$ cat src/rtl/ps2_mouse_acc_rd.sv
// PS/2 mouse delta accumulator with a read/acknowledge handshake toward the Saturn peripheral side.
// Saturating signed accumulators, power-of-two sensitivity, clamped reports with residual carry, click-latched buttons.
module ps2_mouse_acc_rd #(
    parameter int unsigned ACC_W    = 12,
    parameter int unsigned OUT_W    = 8,
    parameter int unsigned SHIFT    = 0,
    parameter bit          INVERT_Y = 1'b0
) (
    input  logic             clk,
    input  logic             reset,
    input  logic [24:0]      ps2_mouse,
    input  logic             reset_acc,
    input  logic             rd_req,
    output logic             rd_ack,
    output logic             busy,
    output logic [OUT_W-1:0] x,
    output logic [OUT_W-1:0] y,
    output logic             x_sign,
    output logic             y_sign,
    output logic             x_ovf,
    output logic             y_ovf,
    output logic [3:0]       buttons
);

    localparam int unsigned SUM_W = ACC_W + 2;
    localparam int unsigned REP_W = OUT_W + 1;

    localparam int REP_MAX_I = (1 << OUT_W) - 1;
    localparam int REP_MIN_I = -(1 << OUT_W);
    localparam int ACC_MAX_I = (1 << (ACC_W - 1)) - 1;
    localparam int ACC_MIN_I = -(1 << (ACC_W - 1));

    localparam logic signed [ACC_W-1:0] REP_MAX   = ACC_W'(REP_MAX_I);
    localparam logic signed [ACC_W-1:0] REP_MIN   = ACC_W'(REP_MIN_I);
    localparam logic signed [SUM_W-1:0] ACC_MAX_S = SUM_W'(ACC_MAX_I);
    localparam logic signed [SUM_W-1:0] ACC_MIN_S = SUM_W'(ACC_MIN_I);
    localparam logic signed [ACC_W-1:0] ACC_MAX_A = ACC_W'(ACC_MAX_I);
    localparam logic signed [ACC_W-1:0] ACC_MIN_A = ACC_W'(ACC_MIN_I);

    typedef enum logic [1:0] {
        ST_IDLE,
        ST_SNAP,
        ST_ACK
    } state_e;

    // 9-bit packet delta; a PS/2 overflow pins it to the extreme of its sign
    function automatic logic signed [SUM_W-1:0] delta_ext(input logic sgn, input logic ovr,
                                                          input logic [7:0] mag);
        logic signed [8:0] d;
        d = signed'({sgn, mag});
        if (ovr) begin
            d = sgn ? 9'sh100 : 9'sh0FF;
        end
        return SUM_W'(d);
    endfunction

    // {clip, report}: scaled accumulator clamped into the reportable range
    function automatic logic [REP_W:0] clamp_rep(input logic signed [ACC_W-1:0] a);
        logic signed [ACC_W-1:0] s;
        s = a >>> SHIFT;
        if (s > REP_MAX) begin
            return {1'b1, REP_MAX[REP_W-1:0]};
        end else if (s < REP_MIN) begin
            return {1'b1, REP_MIN[REP_W-1:0]};
        end
        return {1'b0, s[REP_W-1:0]};
    endfunction

    // {saturated, value}: wide sum folded back into the accumulator range
    function automatic logic [ACC_W:0] saturate(input logic signed [SUM_W-1:0] s);
        if (s > ACC_MAX_S) begin
            return {1'b1, ACC_MAX_A};
        end else if (s < ACC_MIN_S) begin
            return {1'b1, ACC_MIN_A};
        end
        return {1'b0, s[ACC_W-1:0]};
    endfunction

    state_e                   state_q,   state_d;
    logic                     old_stb_q, old_stb_d;
    logic signed [ACC_W-1:0]  acc_x_q,   acc_x_d;
    logic signed [ACC_W-1:0]  acc_y_q,   acc_y_d;
    logic                     stk_x_q,   stk_x_d;
    logic                     stk_y_q,   stk_y_d;
    logic [2:0]               btn_now_q, btn_now_d;
    logic [2:0]               latch_q,   latch_d;
    logic [OUT_W-1:0]         x_q,       x_d;
    logic [OUT_W-1:0]         y_q,       y_d;
    logic                     x_sign_q,  x_sign_d;
    logic                     y_sign_q,  y_sign_d;
    logic                     x_ovf_q,   x_ovf_d;
    logic                     y_ovf_q,   y_ovf_d;
    logic [3:0]               buttons_q, buttons_d;
    logic                     rd_ack_q,  rd_ack_d;
    logic                     busy_q,    busy_d;

    logic                     strobe;
    logic                     snap;
    logic signed [SUM_W-1:0]  add_x, add_y;
    logic signed [SUM_W-1:0]  sub_x, sub_y;
    logic signed [SUM_W-1:0]  sum_x, sum_y;
    logic signed [REP_W-1:0]  rep_x, rep_y;
    logic                     clip_x, clip_y;
    logic signed [ACC_W-1:0]  acc_x_n, acc_y_n;
    logic                     sat_x, sat_y;
    logic                     ovf_x, ovf_y;

    logic                     ps2_unused;
    assign ps2_unused = ps2_mouse[3];

    always_comb begin
        state_d   = state_q;
        old_stb_d = ps2_mouse[24];
        acc_x_d   = acc_x_q;
        acc_y_d   = acc_y_q;
        stk_x_d   = stk_x_q;
        stk_y_d   = stk_y_q;
        btn_now_d = btn_now_q;
        latch_d   = latch_q;
        x_d       = x_q;
        y_d       = y_q;
        x_sign_d  = x_sign_q;
        y_sign_d  = y_sign_q;
        x_ovf_d   = x_ovf_q;
        y_ovf_d   = y_ovf_q;
        buttons_d = buttons_q;
        rd_ack_d  = 1'b0;

        strobe = ps2_mouse[24] ^ old_stb_q;
        snap   = (state_q == ST_SNAP);

        {clip_x, rep_x} = clamp_rep(acc_x_q);
        {clip_y, rep_y} = clamp_rep(acc_y_q);

        add_x = '0;
        add_y = '0;
        if (strobe) begin
            add_x = delta_ext(ps2_mouse[4], ps2_mouse[6], ps2_mouse[15:8]);
            add_y = INVERT_Y ? -delta_ext(ps2_mouse[5], ps2_mouse[7], ps2_mouse[23:16])
                             :  delta_ext(ps2_mouse[5], ps2_mouse[7], ps2_mouse[23:16]);
        end

        // Reported amount leaves the accumulator; the remainder stays as residual
        sub_x = '0;
        sub_y = '0;
        if (snap) begin
            sub_x = SUM_W'(rep_x) <<< SHIFT;
            sub_y = SUM_W'(rep_y) <<< SHIFT;
        end

        sum_x = SUM_W'(acc_x_q) + add_x - sub_x;
        sum_y = SUM_W'(acc_y_q) + add_y - sub_y;
        {sat_x, acc_x_n} = saturate(sum_x);
        {sat_y, acc_y_n} = saturate(sum_y);
        ovf_x = (strobe & ps2_mouse[6]) | sat_x;
        ovf_y = (strobe & ps2_mouse[7]) | sat_y;

        case (state_q)
            ST_IDLE: if (rd_req) state_d = ST_SNAP;
            ST_SNAP: state_d = ST_ACK;
            ST_ACK:  state_d = ST_IDLE;
            default: state_d = ST_IDLE;
        endcase

        if (strobe) begin
            btn_now_d = ps2_mouse[2:0];
        end

        if (reset_acc) begin
            acc_x_d = '0;
            acc_y_d = '0;
            stk_x_d = 1'b0;
            stk_y_d = 1'b0;
            latch_d = '0;
        end else begin
            acc_x_d = acc_x_n;
            acc_y_d = acc_y_n;
            if (snap) begin
                x_d       = rep_x[OUT_W-1:0];
                y_d       = rep_y[OUT_W-1:0];
                x_sign_d  = rep_x[REP_W-1];
                y_sign_d  = rep_y[REP_W-1];
                x_ovf_d   = clip_x | stk_x_q;
                y_ovf_d   = clip_y | stk_y_q;
                buttons_d = {1'b0, btn_now_q | latch_q};
                rd_ack_d  = 1'b1;
                // Sticky and click latch restart with only what arrived in this cycle
                stk_x_d   = ovf_x;
                stk_y_d   = ovf_y;
                latch_d   = strobe ? ps2_mouse[2:0] : 3'b000;
            end else begin
                stk_x_d = stk_x_q | ovf_x;
                stk_y_d = stk_y_q | ovf_y;
                if (strobe) begin
                    latch_d = latch_q | ps2_mouse[2:0];
                end
            end
        end

        busy_d = (state_d != ST_IDLE);
    end

    always_ff @(posedge clk) begin
        if (reset) begin
            state_q   <= ST_IDLE;
            old_stb_q <= ps2_mouse[24];
            acc_x_q   <= '0;
            acc_y_q   <= '0;
            stk_x_q   <= 1'b0;
            stk_y_q   <= 1'b0;
            btn_now_q <= '0;
            latch_q   <= '0;
            x_q       <= '0;
            y_q       <= '0;
            x_sign_q  <= 1'b0;
            y_sign_q  <= 1'b0;
            x_ovf_q   <= 1'b0;
            y_ovf_q   <= 1'b0;
            buttons_q <= '0;
            rd_ack_q  <= 1'b0;
            busy_q    <= 1'b0;
        end else begin
            state_q   <= state_d;
            old_stb_q <= old_stb_d;
            acc_x_q   <= acc_x_d;
            acc_y_q   <= acc_y_d;
            stk_x_q   <= stk_x_d;
            stk_y_q   <= stk_y_d;
            btn_now_q <= btn_now_d;
            latch_q   <= latch_d;
            x_q       <= x_d;
            y_q       <= y_d;
            x_sign_q  <= x_sign_d;
            y_sign_q  <= y_sign_d;
            x_ovf_q   <= x_ovf_d;
            y_ovf_q   <= y_ovf_d;
            buttons_q <= buttons_d;
            rd_ack_q  <= rd_ack_d;
            busy_q    <= busy_d;
        end
    end

    assign rd_ack  = rd_ack_q;
    assign busy    = busy_q;
    assign x       = x_q;
    assign y       = y_q;
    assign x_sign  = x_sign_q;
    assign y_sign  = y_sign_q;
    assign x_ovf   = x_ovf_q;
    assign y_ovf   = y_ovf_q;
    assign buttons = buttons_q;

endmodule
$ cat config.mk
export PLATFORM = sky130hd
export DESIGN_NAME = ps2_mouse_acc_rd
export DESIGN_NICKNAME = d
export VERILOG_FILES = /design/src/rtl/ps2_mouse_acc_rd.sv
export SDC_FILE = /design/constraint.sdc
export NUM_CORES = 1
export LEC_CHECK = 0
export ABC_CLOCK_PERIOD_IN_PS = 4400
export CORE_MARGIN = 1.5
export CORE_UTILIZATION = 51
export CTS_CLUSTER_DIAMETER = 200
export DETAILED_ROUTE_END_ITERATION = 7
export PLACE_DENSITY = 0.84
export SLEW_MARGIN = 20
export SYNTH_ARGS = -nofsm -noshare
export SYNTH_HDL_FRONTEND = slang
export SYNTH_SLANG_ARGS = --single-unit
$ cat constraint.sdc
create_clock -name clk -period 4.4 [get_ports clk]
set_clock_uncertainty 0.15 [all_clocks]
set_input_delay 1.1 -clock clk [delete_from_list [all_inputs] [get_ports clk]]
set_output_delay 1.1 -clock clk [all_outputs]
set_load 0.005 [all_outputs]
==> key figures <==
Synth
  – Syn avg cell area: between 8 and 9 um2
  – Yosys top cell area share: 0.268
  – Yosys cell types: 64
  – Mapped Nets: 621
  – Most numerous cell in the Yosys netlist: inv_1
  – Post-synth top cells: inv_1, dfxtp_1, nor2_1, a21oi_1, o21ai_0
  – Gate Count Post-Synth: between 500 and 600
  – Synth warn: 0
  – FF+latch count, synth: 60
  – Synthesized area: between 4000 and 5000 um2
  – Post-synth EDFFs: 0
  – Ys flop type: dfxtp_1
  – Cell accounting for the most synthesized area: dfxtp_1
  – Top cells by area, synth: dfxtp_1, fa_1, ha_1
  – Async set or reset register ratio after synthesis: 0
  – Sequential-to-total area share from yosys stat: 0.268

GRT
  – Initial antenna violation count: 0
  – Vias in the first global route: between 4000 and 5000
  – First-pass GRT wire length: around 22000 um
  – Remaining global-route overflow: 0
  – Gr usage total: 0.287
  – Largest net degree at the start of global routing: 36

Floorplan
  – Total I/O pin count: between 50 and 60
  – Die ar.: 9350 um2
  – Die X: between 90 and 100 um
  – Core Area: approximately 8600 um2
  – Initial core utilization: 0.521
  – Row cnt: 34
  – Die height: 96.7 um

Drt
  – Final wirelength: 13900 um
  – Antenna-violating nets left: 0
  – DRC: 0
  – Routed vias: between 4000 and 5000
  – WL per Instance: 17.6 um
  – Detailed Routing Iterations Pass 1: 5
  – DRT iter0 DRCs: between 300 and 400
  – Vias per cell: 5.85

STA
  – Final Hold Vio Count: 0
  – Min Tclk post-route: between 4 and 5 ns
  – Max Slew Vio Count: 0
  – Setup-failing EPs final: 0
  – Worst setup margin: roughly 0.015 ns
  – Slew margin rel.: 0.495
  – Fin crit share: 0.997
  – Achievable Freq: about 230 MHz
  – Worst Tran Pin Value: ~0.75 ns
  – Setup tns final: 0 ns

Final layout
  – Fill cells: 590
  – Area grow syn2layout: 38.4%
  – Nets: about 760
  – Fraction of layout cells with a size suffix above 1: 0.235
  – Final cell count without fillers: approximately 800
  – Diode count: 0

Clock network
  – CTS Root Cell: clkbuf_8
  – # hold bufs at CTS: 0
  – Clk_lat worst skew: 0.37 ns
  – Total clock sinks: 60
  – Bufs on Longest Clock Path: 2
  – CTS tree: done
  – CTS Buf Count: 9
  – H-Tree Depth: 3
  – Worst-path clk slew: about 0.08 ns

Setup path
  – CP startpoint kind: input port
  – Critical path peak fanout: 8
  – CP delay by family, top: compound AO/OA/AOI/OAI gates
  – CP Capture Type: register
  – CP max-delay cell: ha_1
  – Crit Path Category: in -> reg
  – Crit path DAT: roughly 4.5 ns
  – R2R setup slack: between 0.15 and 0.2 ns
  – Worst path cell trace: buf_2 -> xnor2_2 -> buf_4 -> a21oi_2 -> buf_6 -> o21ai_0 -> ha_1 -> inv_1 -> ha_1 -> inv_1 -> fa_2 -> nor2b_4 -> o31a_1 -> o31a_1 -> a2111oi_4 -> mux2i_2 -> buf_4 -> o211ai_2 -> o22ai_1
  – Data required, critical path: 4.54 ns
  – Slowest stage delay, CP: 0.33 ns
  – Number of buffers and inverters on the critical path: 6

Placed design
  – Port Buf Inserts: 52
  – Placer Congestion: just under 0.9
  – Place WS: -0.816 ns
  – Dpl hpwl: 9250 um
  – Placed cells: ~760

Outcome
  – Status: completed

Hold path
  – Worst Hold Class: reg -> reg

Power
  – Power Density: 824 nW/um2
  – IR drop worst, VDD: approximately 0.00036 V
  – Static Leak: around 2.7 nW

Run
  – Max-Cap Viols: 0
[sequential cells by signal (all words and copies together), names as in the netlist, 2 cells and up]
name	count
y	8
x	8
latch_q	3
buttons	3
btn_now_q	3
acc_x_q	12
state_q	2
acc_y_q	12
[where the power goes]
| part | internal (mW) | leakage [nW] | switching [mW] | total [mW] |
|---|---|---|---|---|
| Sequential | 0.651 | 0.493 | 0.0609 | 0.712 |
| Combinational | 1.82 | 2.06 | 2.00 | 3.82 |
| Clock | 0.322 | 0.114 | 0.256 | 0.579 |
[stage by stage]
stage / area (um2) / utilization / power (mW) / hold slack (ns)
floorplan: 4490 / - / 2.88 / 0.269
global placement: 5660 / 0.659 / 3.87 / 0.285
detailed placement: 5660 / 0.659 / 4.03 / 0.302
CTS: 6040 / 0.703 / 4.79 / 0.311
global route: 6200 / 0.721 / 5.44 / 0.335
finish: 6200 / 0.721 / 5.11 / 0.308
[final cells by class]
type	instances	area, um2	area share
multi-input cells	386	3100	0.499
repair buffers	145	1270	0.204
flip-flops and latches	60	1200	0.194
inverters	74	278	0.0448
well taps	108	135	0.0218
clock buffers	9	124	0.0200
clock inverters	7	100	0.0161
[worst paths after layout]
path,start,to,cells past startpoint
worst max-delay path,ps2_mouse[24],acc_y_q[6]$_SDFF_PP0_,19
worst min-delay path,state_q[0]$_SDFF_PP0_,state_q[0]$_SDFF_PP0_,1
worst max register to register,acc_x_q[9]$_SDFF_PP0_,stk_x_q$_SDFF_PP0_,14
worst min register to register,state_q[0]$_SDFF_PP0_,state_q[0]$_SDFF_PP0_,1
[cell usage in the layout (no fill, tap or decap), types with 9 or more instances in the layout]
master           Yosys  routed
fa_1                24      22
xor2_1              10       9
clkdlybuf4s50_1      0      47
ha_1                28      23
nor3_1              13      13
nand2_1             26      26
nand2b_1             9       9
o21ai_0             29      23
dfxtp_1             60      60
a21oi_1             39      36
o22ai_1             21      20
buf_4                1      86
inv_1               74      71
a211oi_1            19      17
clkbuf_8             0       9
nor2_1              54      52
[kinds of logic after synthesis]
| logic type | count (synthesis) | share of synthesized area |
|---|---|---|
| AOI/OAI and AO/OA | 171 | 0.261 |
| and+or+nand+nor | 136 | 0.147 |
| buffers and inverters | 95 | 0.0838 |
| DFF | 60 | 0.268 |
| adders and majority gates | 52 | 0.186 |
| xor gates and xnor gates | 19 | 0.0372 |
| muxes | 6 | 0.0168 |
| other | 1 | 0.000837 |
[metal layers]
metal | global-route usage | routed length [um]
met3 | 0.0686 | 938
met1 | 0.341 | 5590
met5 | 0 | 0
met4 | 0.128 | 467
met2 | 0.492 | 6880
[timing repair]
item                                    4_1_cts  5_1_grt
endpoints found under the setup margin       25       24
hold endpoints to repair                      0        0
pin swaps                                    13       15
setup buffers                                 6        7
gates cloned                                  1        1
gates resized for setup                      30       17
Note: power is estimated with default switching activity, not from simulation.
